## config.mk

```make
export PLATFORM = sky130hd
export DESIGN_NAME = core_clk_reset_sequencer
export DESIGN_NICKNAME = d
export VERILOG_FILES = /design/src/rtl/core_clk_reset_sequencer.sv
export SDC_FILE = /design/constraint.sdc
export NUM_CORES = 1
export LEC_CHECK = 0
export ABC_AREA = 1
export BUFFER_PORTS_ARGS = -buffer_cell sky130_fd_sc_hd__buf_2
export CORE_ASPECT_RATIO = 0.9
export CORE_MARGIN = 2
export CORE_UTILIZATION = 43
export CTS_CLUSTER_DIAMETER = 100
export DETAILED_ROUTE_END_ITERATION = 16
export PLACE_DENSITY_LB_ADDON = 0.25
export SLEW_MARGIN = 10
export SYNTH_ARGS = -nofsm -noshare
export SYNTH_HDL_FRONTEND = slang
export SYNTH_SLANG_ARGS = --single-unit
```

## constraint.sdc

```tcl
create_clock -name refclk -period 2.1 [get_ports refclk]
set_input_delay 0 -clock refclk [delete_from_list [all_inputs] [get_ports refclk]]
set_output_delay 0 -clock refclk [all_outputs]
set_load 0.01 [all_outputs]
```

## src/rtl/core_clk_reset_sequencer.sv

```systemverilog
// Core clock PLL supervisor and staggered per-domain reset release sequencer.
// Runs on the free-running reference clock. Holds the PLL in reset and waits
// for a stable lock. It then releases the domain reset requests one at a
// time, bit 0 first. A lock drop during release or run restarts the sequence.
// Ports:
//   refclk        free-running reference clock
//   rst           async active-high reset
//   locked        PLL lock indication, asynchronous to refclk
//   pll_rst       reset to the PLL, active-high
//   domain_rst    per-domain reset requests, active-high
//   ready         all domains released and lock healthy
//   lock_loss_cnt lock drops seen in RELEASE/RUN, saturating
//   timeout_cnt   lock attempts that timed out, saturating
module core_clk_reset_sequencer #(
    parameter int unsigned NUM_DOMAINS        = 4,
    parameter int unsigned SYNC_STAGES        = 2,
    parameter int unsigned PLL_RST_CYCLES     = 16,
    parameter int unsigned LOCK_TIMEOUT       = 100000,
    parameter int unsigned LOCK_STABLE_CYCLES = 1024,
    parameter int unsigned STAGGER_CYCLES     = 64,
    parameter int unsigned CNT_W              = 8
) (
    input  logic                   refclk,
    input  logic                   rst,
    input  logic                   locked,
    output logic                   pll_rst,
    output logic [NUM_DOMAINS-1:0] domain_rst,
    output logic                   ready,
    output logic [CNT_W-1:0]       lock_loss_cnt,
    output logic [CNT_W-1:0]       timeout_cnt
);

    localparam logic [2:0] ST_PLL_RST   = 3'd0;
    localparam logic [2:0] ST_WAIT_LOCK = 3'd1;
    localparam logic [2:0] ST_STABLE    = 3'd2;
    localparam logic [2:0] ST_RELEASE   = 3'd3;
    localparam logic [2:0] ST_RUN       = 3'd4;

    function automatic int unsigned max_u(input int unsigned a, input int unsigned b);
        return (a > b) ? a : b;
    endfunction

    // The shared timer never exceeds (longest phase length - 1).
    localparam int unsigned RELEASE_CYCLES = STAGGER_CYCLES * NUM_DOMAINS;
    localparam int unsigned TMR_MAX = max_u(max_u(PLL_RST_CYCLES, LOCK_TIMEOUT),
                                            max_u(LOCK_STABLE_CYCLES, RELEASE_CYCLES));
    localparam int unsigned TMR_W   = (TMR_MAX > 1) ? $clog2(TMR_MAX) : 1;

    localparam logic [TMR_W-1:0] PLL_RST_LAST = TMR_W'(PLL_RST_CYCLES - 1);
    localparam logic [TMR_W-1:0] TIMEOUT_LAST = TMR_W'(LOCK_TIMEOUT - 1);
    localparam logic [TMR_W-1:0] STABLE_LAST  = TMR_W'(LOCK_STABLE_CYCLES - 1);
    localparam logic [TMR_W-1:0] RELEASE_LAST = TMR_W'(RELEASE_CYCLES - 1);

    function automatic logic [CNT_W-1:0] sat_inc(input logic [CNT_W-1:0] v);
        return (v == {CNT_W{1'b1}}) ? v : v + CNT_W'(1);
    endfunction

    logic [SYNC_STAGES-1:0] sync_q;
    logic                   locked_s;

    logic [2:0]             state,  state_n;
    logic [TMR_W-1:0]       timer,  timer_n;
    logic                   pll_rst_n;
    logic [NUM_DOMAINS-1:0] domain_rst_n;
    logic                   ready_n;
    logic [CNT_W-1:0]       lock_loss_cnt_n;
    logic [CNT_W-1:0]       timeout_cnt_n;

    // Lock synchroniser; nothing downstream looks at the raw locked input.
    always_ff @(posedge refclk or posedge rst) begin
        if (rst) begin
            sync_q <= '0;
        end else begin
            sync_q <= {sync_q[SYNC_STAGES-2:0], locked};
        end
    end

    assign locked_s = sync_q[SYNC_STAGES-1];

    // State, timer, registered outputs and counters.
    always_ff @(posedge refclk or posedge rst) begin
        if (rst) begin
            state         <= ST_PLL_RST;
            timer         <= '0;
            pll_rst       <= 1'b1;
            domain_rst    <= '1;
            ready         <= 1'b0;
            lock_loss_cnt <= '0;
            timeout_cnt   <= '0;
        end else begin
            state         <= state_n;
            timer         <= timer_n;
            pll_rst       <= pll_rst_n;
            domain_rst    <= domain_rst_n;
            ready         <= ready_n;
            lock_loss_cnt <= lock_loss_cnt_n;
            timeout_cnt   <= timeout_cnt_n;
        end
    end

    // Next-state and next-output decode.
    always_comb begin
        state_n         = state;
        timer_n         = timer;
        pll_rst_n       = pll_rst;
        domain_rst_n    = domain_rst;
        ready_n         = ready;
        lock_loss_cnt_n = lock_loss_cnt;
        timeout_cnt_n   = timeout_cnt;

        case (state)
            ST_PLL_RST: begin
                // locked is deliberately ignored until the pulse completes.
                pll_rst_n = 1'b1;
                if (timer == PLL_RST_LAST) begin
                    state_n   = ST_WAIT_LOCK;
                    timer_n   = '0;
                    pll_rst_n = 1'b0;
                end else begin
                    timer_n = timer + TMR_W'(1);
                end
            end
            ST_WAIT_LOCK: begin
                pll_rst_n = 1'b0;
                if (locked_s) begin
                    state_n = ST_STABLE;
                    timer_n = '0;
                end else if (timer == TIMEOUT_LAST) begin
                    state_n       = ST_PLL_RST;
                    timer_n       = '0;
                    pll_rst_n     = 1'b1;
                    timeout_cnt_n = sat_inc(timeout_cnt);
                end else begin
                    timer_n = timer + TMR_W'(1);
                end
            end
            ST_STABLE: begin
                // A drop here is not a lock loss: simply wait for lock again.
                if (!locked_s) begin
                    state_n = ST_WAIT_LOCK;
                    timer_n = '0;
                end else if (timer == STABLE_LAST) begin
                    state_n = ST_RELEASE;
                    timer_n = '0;
                end else begin
                    timer_n = timer + TMR_W'(1);
                end
            end
            ST_RELEASE, ST_RUN: begin
                if (!locked_s) begin
                    state_n         = ST_PLL_RST;
                    timer_n         = '0;
                    pll_rst_n       = 1'b1;
                    domain_rst_n    = '1;
                    ready_n         = 1'b0;
                    lock_loss_cnt_n = sat_inc(lock_loss_cnt);
                end else if (state == ST_RELEASE) begin
                    // Bit i drops at timer == STAGGER*(i+1)-1; cleared bits stay cleared.
                    for (int unsigned i = 0; i < NUM_DOMAINS; i++) begin
                        if (timer == TMR_W'(STAGGER_CYCLES * (i + 1) - 1)) begin
                            domain_rst_n[i] = 1'b0;
                        end
                    end
                    if (timer == RELEASE_LAST) begin
                        state_n      = ST_RUN;
                        timer_n      = '0;
                        domain_rst_n = '0;
                        ready_n      = 1'b1;
                    end else begin
                        timer_n = timer + TMR_W'(1);
                    end
                end
            end
            default: begin
                state_n      = ST_PLL_RST;
                timer_n      = '0;
                pll_rst_n    = 1'b1;
                domain_rst_n = '1;
                ready_n      = 1'b0;
            end
        endcase
    end

endmodule

```

### After elaboration in Yosys (flattened, before gate mapping)

Index checks and enable logic that the tools add are counted.
W data, S select, Z words.

| storage, ports and cells | value |
|---|---|
| logic and storage cells | 86 |
| register bits | 44 |

| cells by class | value |
|---|---|
| reduce and logical (&&, ||, !) cells | 11 |
| muxes and demuxes | 34 |
| add/subtract/negate cells | 3 |
| equal/unequal tests | 22 |
| bitwise gates (word level) | 5 |

Operators with widths:

| cell | count |
|---|---|
| $mux W17 | 8 |
| $pmux W17 S4 | 1 |
| $eq A17 B8 Y1 const B | 2 |
| $mux W3 | 8 |
| $add A17 B1 Y17 const B | 1 |
| $eq A17 B10 Y1 const B | 1 |
| $eq A17 B17 Y1 const B | 1 |
| $eq A17 B4 Y1 const B | 1 |
| $eq A17 B6 Y1 const B | 1 |
| $eq A17 B7 Y1 const B | 1 |
| $add A8 B1 Y8 const B | 2 |
| $eq A8 B8 Y1 const B | 2 |
| $reduce_and A3 Y1 | 5 |
| $mux W4 | 3 |
| $ne A3 B3 Y1 const B | 4 |
| $ne A4 B4 Y1 const B | 3 |
| $pmux W3 S4 | 1 |
| $mux W1 | 10 |
| $pmux W4 S2 | 1 |
| $eq A3 B2 Y1 const B | 2 |
| $not A1 Y1 | 5 |
| $reduce_and A5 Y1 | 1 |
| $ne A2 B2 Y1 const B | 2 |
| $pmux W1 S4 | 1 |
| other kinds (8) | 8 |

### Depth between registers and ports, before layout

Gate-level depths: netlist of run 1.

| depth | value |
|---|---|
| depth after elaboration | 6 |
| depth in mapped cells | 13 |

### Worst setup path after synthesis of run 1

No wires, ideal clock.

| timing path | value |
|---|---|
| path type | flip-flop to flip-flop |
| from | register timer[0] |
| to | register timer[12] |
| required time | 2.035 ns |
| cell stages (with the launch flop) | 14 |
| path slack | 0.542 ns |
| data arrival time | 1.493 ns |
| buffers on the path | 1 |
| setup time | 0.065 ns |
| cell sequence | dfrtp_1 > ha_1 > nand2_1 > nor2_4 > nand2_2 > clkinv_1 > nand2_1 > nand2_1 > nand2_2 > inv_2 > nand2_4 > buf_12 > nand3_2 > nand2_2 |

| between the ends | value |
|---|---|
| word-level cells in the longest chain between the ends | 5 |
| elaborated cells on any way between the ends | 14 |
| classes of those cells | 1 x add/sub; 4 x eq/ne; 9 x mux |

RTL lines:

| item | RTL line | source |
|---|---|---|
| start, declared | 62 | `logic [TMR_W-1:0] timer, timer_n;` |
| start signal, assigned | 92 | `timer <= timer_n;` |
| $add A17 B1 Y17 / $eq A17 B8 Y1 (equally long branches) | -- |  |
| $mux W17 | 164 | `if (timer == RELEASE_LAST) begin` |
| $mux W17 | 157 | `end else if (state == ST_RELEASE) begin` |
| $mux W17 | 150 | `if (!locked_s) begin` |
| $pmux W17 S4 (*) | 111 | `case (state)` |

Mark *: on every way between the ends. The rest lies on a longest branch, timed or not. The select of a mux whose other input is x is not followed.
A chain may end at the register's enable or synchronous reset.

### Worst setup path after layout of run 1

| timing path | value |
|---|---|
| from | register timer[0] |
| to | register timer[10] |

The elaborated chain is that of the path after synthesis.

==> results of run 1 <==
## worst register-to-register path, delay by kind of cell, from the launching register on
family,cells,cell delay (ps)
fa+ha+maj,1,220
buf+inv,2,140
flops,1,400
simple gates,9,950
## area by class of cell
class,count,share of cell area [%]
multi-input cells,249,44.1
flip-flops and latches,44,36.0
inverters,53,6.55
repair buffers,30,5.53
well taps,87,3.54
clock buffers,6,2.36
clock inverters,2,1.95
## cell families (layout without fill, tap and decap cells)
| family | after synthesis | in the layout | share of synthesized area, % |
|---|---|---|---|
| AO/OA/AOI/OAI | 18 | 18 | 3.47 |
| XOR/XNOR | 24 | 24 | 7.78 |
| adder cells (fa/ha/maj) | 3 | 3 | 1.39 |
| buffers and inverters | 58 | 91 | 8.89 |
| flip-flops | 44 | 44 | 41.0 |
| AND/OR/NAND/NOR | 204 | 204 | 37.5 |
## worst paths after layout
kind | from | to | slack [ps]
worst min register to register | sync_q[0]$_DFF_PP0_ | sync_q[1]$_DFF_PP0_ | 350
min in group refclk | locked | sync_q[0]$_DFF_PP0_ | 340
worst min-delay path | rst | timeout_cnt[7]$_DFFE_PP0P_ | 300
max in group asynchronous | rst | domain_rst[1]$_DFFE_PP1P_ | 1090
worst max register to register | timer[0]$_DFFE_PP0N_ | timer[10]$_DFFE_PP0N_ | 350
worst max-delay path | timer[0]$_DFFE_PP0N_ | timer[10]$_DFFE_PP0N_ | 350
## cells in the final DEF, fill, tap and decap left out, types with 2 or more instances in the layout
cell type / count
nand2_2: 17
ha_1: 3
inv_2: 9
xnor2_1: 4
clkbuf_8: 5
a21oi_1: 3
nand3_1: 21
nor2_2: 9
xor2_1: 20
nand4_1: 8
clkinv_1: 2
nand3_2: 10
inv_1: 41
nor2_1: 36
buf_4: 4
bufinv_16: 2
nand2_1: 86
nand2_4: 2
nor2_4: 4
o22ai_1: 2
o21ai_1: 3
nor3_1: 8
dfstp_2: 5
o21ai_0: 9
dfrtp_1: 39
buf_2: 24
dlygate4sd3_1: 2
## per-layer routing
layer / share of wire, % / track usage [%]
met2: 44 / 27.4
met4: 1.4 / 5.08
met1: 51 / 24.9
met3: 3.5 / 3.22
met5: 0 / 0
## flip-flops by register name, indices dropped and copies added (netlist names)
| name | cells |
|---|---|
| lock_loss_cnt | 8 |
| state | 3 |
| pll_rst | 1 |
| timer | 17 |
| ready | 1 |
| sync_q | 2 |
| timeout_cnt | 8 |
| domain_rst | 4 |
## where the power goes
part	switching, mW	internal [mW]	leakage, nW
sequential	0.0938	1.01	0.581
clock	0.295	0.476	0.0654
combinational	0.557	0.283	0.913
==> results.md, run 1 <==
* Status: finished clean
* Initial drt markers at 105
* Synth cell types at 30
* RSZ-0062 raised after global routing: no
* Global placement routability congestion at 0.833
* Core area at 6110 sq um
* Die Wd at 87.6 um
* Syn Inst Count at 351
* Initial antenna violation count at 0
* Area after DPL at 2920 sq um
* DRT Wirelength at 5.47 mm
* Port bufs at 24
* Synth Flop Type: dfrtp_1
* Initial cell density of the core at 44.2%
* Final nets at 389
* Setup TNS at 0 ps
* Worst Hold Class: primary input to asynchronous set/reset pin
* Proportion of layout cells with a drive suffix above 1 at 24.5%
* Hold_buf cts at 2
* Post-synth EDFFs at 0
* Crit path DAT at 1990 ps
* Pwr dens at 884 nW/um^2
* Total Power at 2.72 mW
* Crit path kind: flip-flop to flip-flop
* CTS H-Tree Depth at 2
* Final Hold Slack at 304 ps
* Worst reg2reg path depth at 12
* Worst path depth at 12
* Final HPWL DP at 4.11 mm
* Final Core Density at 50.3%
* Resized Gates After CTS at 0
* Synth top cells by count: nand2_1 (86), inv_1 (42), dfrtp_1 (39), nor2_1 (36), nand3_1 (21)
* Worst-path clk slew at 90 ps
* Worst-Margin Slew at 823 ps
* Worst rel slew slack at 44.8%
* # Post-CTS Setup Buffers at 0
* Sequential area share after synthesis at 41.0%
* Cells along the critical path: ha_1 > nand2_1 > nor2_4 > nand2_2 > clkinv_1 > nand2_1 > nand2_1 > nand2_2 > inv_2 > nand2_4 > nand3_1 > nand2_1
* Vias/cell at 4.75
* Period minus WS final at 1750 ps
* Synth top area share at 36.1%
* P&R area growth vs syn at 13.8%
* Most common cell in the netlist: nand2_1
* Lkg Pwr at 1.56 nW
* Cell mode on critical path: nand2_1
* Final slew viol count at 0
* Setup ws final at 348 ps
* Max rail drop VDD at 0.544 mV
* Routed Antenna Nets at 0
* Worst path bufs/invs at 2
* Post-route cell area at 3080 sq um
* Crit path required time at 2340 ps
* Worst-path fanout max at 14
* Ys async rst share at 100%
* DRC Markers at 0
* Filler cells at 600
* Clock Skews at 6.90 ps
* Global-route wire length before repair at 9.76 mm
* Crit-path max cell delay at 400 ps
* Max Clock Freq at 0.571 GHz
* ANT cells at 0
* Post-Place Cells at 461
* GRT overflow at 0
* Final Hold Viols at 0
* Place WS at 361 ps
* CTS tree: yes
* I/O pins at 25
* CP max-delay cell: dfrtp_1
* CTS Buf Count at 5
* Vias at 2237
* Total die area at 6940 sq um
* Num rows at 27
* CP top delay family: simple AND/OR/NAND/NOR gates
* Cell area after synthesis at 2700 sq um
* Clk root buf: clkbuf_8
* Multi-input combinational cell area at 1360 sq um
* Flops & latches, synth at 44
* Syn Nets at 357
* Sequential standard cell area at 1110 sq um
* Max-cap violations at 0
* Largest net degree at the start of global routing at 24
* Finished Layout Cells at 471
* Mean Syn Cell Area at 7.70 sq um
* Warnings, synthesis at 0
* Post-synth top area cell: dfrtp_1
* Most area-consuming cells after synthesis: dfrtp_1 (36%), nand2_1 (12%), xor2_1 (6.5%)
* CTS sink cnt at 44
* Final period utilization at 83.4%
* Pre-antenna DRT Iters at 4
* Setup crit end kind: flip-flop
* Worst-skew pair later-pin latency at 300 ps
* CTS Buffer Depth at 2
* Vias in the first global route at 2123
* Total GRT Usage at 17.6%
* # setup viols final at 0
* Type of origin of the critical path: flip-flop
* Chip height at 79.2 um
* Routed wire per std cell at 11.6 um
(Power assumes the default switching activity.)
==> run 2: changes to the inputs <==
==> constraint.sdc (replaced) <==
create_clock -name refclk -period 1.5 [get_ports refclk]
set_input_delay 0 -clock refclk [delete_from_list [all_inputs] [get_ports refclk]]
set_output_delay 0 -clock refclk [all_outputs]
set_load 0.01 [all_outputs]
==> results.md, run 2 (synthesized netlist as in run 1, its figures left out) <==
* Status: finished, violations left
* Failing checks: negative setup slack
* Final Core Density at 61.6%
* Crit path required time at 1700 ps
* Worst path bufs/invs at 1
* Total GRT Usage at 21.5%
* Worst Hold Class: primary input to asynchronous set/reset pin
* Final slew viol count at 0
* Worst-path fanout max at 7
* Post-Place Cells at 506
* Routed Antenna Nets at 0
* R2r setup slk at -190 ps
* Crit path from: timer[1]$_DFFE_PP0N_
* Multi-input combinational cell area at 1600 sq um
* Initial antenna violation count at 0
* Largest net degree at the start of global routing at 24
* Vias/cell at 4.84
* Worst-path clk slew at 80 ps
* Final nets at 445
* Clk root buf: clkbuf_8
* Worst reg2reg path depth at 12
* Most common cell after layout, fill and taps aside: nand2_1
* # setup viols final at 31
* Worst setup path end: timer[15]$_DFFE_PP0N_
* Port bufs at 24
* Setup crit end kind: flip-flop
* Core area at 6110 sq um
* Initial drt markers at 125
* Finished Layout Cells at 527
* Commonest non-fill, non-tap cells in the layout: nand2_1 (78), buf_4 (54), inv_1 (40)
* Worst-skew pair later-pin latency at 300 ps
* Global-route wire length before repair at 11.6 mm
* Worst path depth at 12
* Reg-to-reg startpoint: timer[1]$_DFFE_PP0N_
* CP max-delay cell: dfrtp_1
* Routed wire per std cell at 13.2 um
* CTS Buffer Depth at 2
* Chip height at 79.2 um
* DRC Markers at 0
* Clock Skews at 3.58 ps
* Crit-path max cell delay at 410 ps
* Lkg Pwr at 1.93 nW
* Pre-antenna DRT Iters at 4
* Max Clock Freq at 0.593 GHz
* Max rail drop VDD at 0.637 mV
* ANT cells at 0
* Crit path kind: flip-flop to flip-flop
* CTS Buf Count at 5
* Cell mode on critical path: nand2_4
* Vias at 2550
* CTS sink cnt at 44
* Crit path DAT at 1890 ps
* CP top delay family: simple AND/OR/NAND/NOR gates
* Worst rel slew slack at 65.4%
* DRT Wirelength at 6.96 mm
* Total die area at 6940 sq um
* Final Hold Slack at 271 ps
* Max reg flops at 17
* Proportion of layout cells with a drive suffix above 1 at 43.2%
* Worst-Margin Slew at 518 ps
* I/O pins at 25
* Die Wd at 87.6 um
* Type of origin of the critical path: flip-flop
* Sequential standard cell area at 1110 sq um
* Max-cap violations at 0
* Filler cells at 512
* P&R area growth vs syn at 39.3%
* Global placement routability congestion at 0.907
* Setup ws final at -187 ps
* GRT overflow at 0
* FF-to-FF End: timer[15]$_DFFE_PP0N_
* Final period utilization at 112%
* Biggest register: timer
* Setup TNS at -3780 ps
* Period minus WS final at 1690 ps
* Final HPWL DP at 4.71 mm
* RSZ-0062 raised after global routing: yes
* CTS H-Tree Depth at 2
* Regs by FF count: timer (17), lock_loss_cnt (8), timeout_cnt (8)
* Num rows at 27
* Final Hold Viols at 0
* Vias in the first global route at 2494
* Cells along the critical path: ha_4 > nand2_4 > nor2_4 > nand2_1 > nor2_1 > nand2_1 > nand2_2 > nand2_4 > inv_4 > nand2_4 > nand3_2 > nand2_2
* Total Power at 4.25 mW
* Pwr dens at 1130 nW/um^2
* Initial cell density of the core at 44.2%
* CTS tree: yes
-- run 2: cell count changes in the layout (fill, tap and decap cells not counted), moves of 6 or more --
cell	before	now
buf_4	4	54
nand2_4	2	9
nand3_2	10	16
nor2_1	36	25
nor2_4	4	12
nand2_1	86	78
nand3_1	21	13
-- run 2: tightest hold or removal path, cell delays in order --
cell and delay [ps]:
dlygate4sd3_1 530, buf_2 120, inv_2 380
-- run 2: metrics by stage --
step	worst slack, ps	area, sq um
global route	-321	3760
finish	-187	3760
global placement	-129	3290
detailed placement	-164	3290
CTS	-132	3610
floorplan	-16.0	2710
-- run 2: cell type report --
class	count	area share [%]
Clock buffer	5	1.83
Tap cell	87	2.89
Sequential cell	44	29.5
Clock inverter	3	1.13
Inverter	53	5.35
Timing Repair Buffer	85	16.7
Multi-Input combinational cell	250	42.6
-- run 2: metal layers --
layer  global-route usage, %  vias to the layer above  share of wire [%]
li1                        -                     1263                  -
met1                    29.3                     1216                 48
met2                    34.4                       59                 47
met3                    3.64                       12                3.2
met4                    7.54                        0                1.9
met5                       0                        -                  0
-- run 2: what timing repair did --
| action | 4_1_cts | 5_1_grt |
|---|---|---|
| hold endpoints to repair | 18 | 0 |
| gates resized for setup | 28 | 33 |
| endpoints found under the setup margin | 36 | 42 |
| buffers inserted | 4 | 5 |
| pin swaps | 11 | 15 |
| hold buffers | 2 | 0 |
| cloned | 2 | 0 |
-- run 2: how the worst min path moves through the flow --
stage,startpoint,to,slack (ps)
3_5_place_dp,rst,lock_loss_cnt[3]$_DFFE_PP0P_,70
6_report,rst,lock_loss_cnt[1]$_DFFE_PP0P_,270
3_3_place_gp,rst,lock_loss_cnt[3]$_DFFE_PP0P_,60
5_1_grt,rst,timeout_cnt[0]$_DFFE_PP0P_,320
2_1_floorplan,locked,sync_q[0]$_DFF_PP0_,30
4_1_cts,rst,lock_loss_cnt[3]$_DFFE_PP0P_,290
-- run 2: power by group --
| part | internal [mW] | total, mW | switching, mW |
|---|---|---|---|
| Sequential | 1.42 | 1.58 | 0.155 |
| Clock | 0.493 | 0.919 | 0.427 |
| Combinational | 0.727 | 1.76 | 1.03 |
==> run 3: changes to the inputs <==
--- a/config.mk
+++ b/config.mk
@@ -13,6 +13,7 @@
 export CTS_CLUSTER_DIAMETER = 100
 export DETAILED_ROUTE_END_ITERATION = 16
 export PLACE_DENSITY_LB_ADDON = 0.25
+export SKIP_LAST_GASP = 1
 export SLEW_MARGIN = 10
 export SYNTH_ARGS = -nofsm -noshare
 export SYNTH_HDL_FRONTEND = slang
==> results.md, run 3 (synthesized netlist as in run 1, its figures left out) <==
* Crit path DAT at 1890 ps
* Most common cell after layout, fill and taps aside: nand2_1
* Worst-skew pair later-pin latency at 300 ps
* CTS tree: yes
* Port bufs at 24
* Largest net degree at the start of global routing at 24
* Filler cells at 512
* Num rows at 27
* Total GRT Usage at 21.5%
* ANT cells at 0
* Final Hold Viols at 0
* Routed Antenna Nets at 0
* Place WS at -164 ps
* Post-Place Cells at 506
* Die Wd at 87.6 um
* Failing checks: negative setup slack
* Chip height at 79.2 um
* Crit path required time at 1700 ps
* Final slew viol count at 0
* RSZ-0062 raised after global routing: yes
* # setup viols final at 31
* Lkg Pwr at 1.93 nW
* Type of origin of the critical path: flip-flop
* Finished Layout Cells at 527
* Total Power at 4.25 mW
* CTS H-Tree Depth at 2
* Crit-path max cell delay at 410 ps
* Max Clock Freq at 0.593 GHz
* Final nets at 445
* Clk pwr share at 21.6%
* Worst-Margin Slew at 522 ps
* Worst reg2reg path depth at 12
* Final Core Density at 61.6%
* DRC Markers at 0
* Logic pwr share at 41.3%
* Max rail drop VDD at 0.636 mV
* CTS sink cnt at 44
* Cells along the critical path: ha_4 > nand2_4 > nor2_4 > nand2_1 > nor2_1 > nand2_1 > nand2_2 > nand2_4 > inv_4 > nand2_4 > nand3_2 > nand2_2
* Setup ws final at -187 ps
* Sw Share at 37.8%
* Vias at 2546
* GRT overflow at 0
* Worst-path clk slew at 80 ps
* Clk root buf: clkbuf_8
* Vias/cell at 4.83
* CTS Buffer Depth at 2
* Final HPWL DP at 4.71 mm
* Final period utilization at 112%
* Max reg flops at 17
* Worst-path fanout max at 7
* Setup TNS at -3770 ps
* P&R area growth vs syn at 39.3%
* Cell mode on critical path: nand2_4
* Total die area at 6940 sq um
* Commonest non-fill, non-tap cells in the layout: nand2_1 (78), buf_4 (54), inv_1 (41)
* CTS Buf Count at 5
* Proportion of layout cells with a drive suffix above 1 at 43.0%
* Clock Skews at 3.58 ps
* Initial cell density of the core at 44.2%
* Pwr dens at 1130 nW/um^2
* Post-route cell area at 3760 sq um
* I/O pins at 25
* Pre-antenna DRT Iters at 4
* Status: finished, violations left
* Crit path kind: flip-flop to flip-flop
* Seq pwr share at 37.1%
* Initial drt markers at 125
* Initial antenna violation count at 0
* Pint at 2.64 mW
* Setup crit end kind: flip-flop
* Routed wire per std cell at 13.2 um
* DRT Wirelength at 6.96 mm
* Worst Hold Class: primary input to asynchronous set/reset pin
* Biggest register: timer
* Period minus WS final at 1690 ps
* Vias in the first global route at 2494
* Global-route wire length before repair at 11.6 mm
* Max-cap violations at 0
* Area after DPL at 3290 sq um
* CP max-delay cell: dfrtp_1
* Final Hold Slack at 273 ps
* Global placement routability congestion at 0.907
* Regs by FF count: timer (17), lock_loss_cnt (8), timeout_cnt (8)
* Core area at 6110 sq um
* Worst rel slew slack at 65.2%
* Net Sw Power at 1.61 mW
run 3: cell types whose count changed in the layout (fill, tap and decap cells not counted):
cell / delta
inv_2: -1
inv_1: +1
run 3: power groups by stage:
stage                     Clock, mW  Combinational (mW)  Sequential (mW)
after floorplan                   0               0.914             1.62
after global placement            0                1.31             1.56
after detailed placement          0                1.35             1.57
after CTS                     0.945                1.65             1.55
after global routing          0.994                1.95             1.60
final                         0.918                1.76             1.58
run 3: final cells by class:
class / count / area [sq um] / area share [%]
multi-input combinational: 250 / 1600 / 42.6
sequential: 44 / 1110 / 29.5
timing repair buffer: 85 / 628 / 16.7
inverter: 53 / 201 / 5.35
tap: 87 / 109 / 2.89
clock buffer: 5 / 68.8 / 1.83
clock inverter: 3 / 42.5 / 1.13
run 3: worst paths after layout:
kind / startpoint / to / slack, ps
hold reg to reg: sync_q[0]$_DFF_PP0_ / sync_q[1]$_DFF_PP0_ / 350
hold / removal: rst / lock_loss_cnt[1]$_DFFE_PP0P_ / 270
setup reg to reg: timer[1]$_DFFE_PP0N_ / timer[15]$_DFFE_PP0N_ / -190
setup / recovery: timer[1]$_DFFE_PP0N_ / timer[15]$_DFFE_PP0N_ / -190
min in group refclk: locked / sync_q[0]$_DFF_PP0_ / 330
max in group asynchronous: rst / timer[5]$_DFFE_PP0N_ / 710
run 3: routing by layer:
| layer | global-route usage [%] | wire length [um] | part of all wire (%) |
|---|---|---|---|
| met5 | 0 | 0 | 0 |
| met4 | 7.54 | 130 | 1.9 |
| met3 | 3.64 | 199 | 2.9 |
| met2 | 34.4 | 3280 | 47 |
| met1 | 29.3 | 3340 | 48 |
run 3: critical path: cells and delay by family, from the launching register on:
family | cells | cell delay (ps)
adders and majority gates | 1 | 170
buffers and inverters | 1 | 100
DFF | 1 | 410
and+or+nand+nor | 10 | 900
run 3: timing repair:
item / 4_1_cts / 5_1_grt
hold buffers: 2 / 0
resized for setup: 28 / 32
pin swaps: 11 / 15
endpoints found under the hold margin: 18 / 0
gates cloned: 2 / 0
endpoints found under the setup margin: 36 / 42
setup buffers: 4 / 5
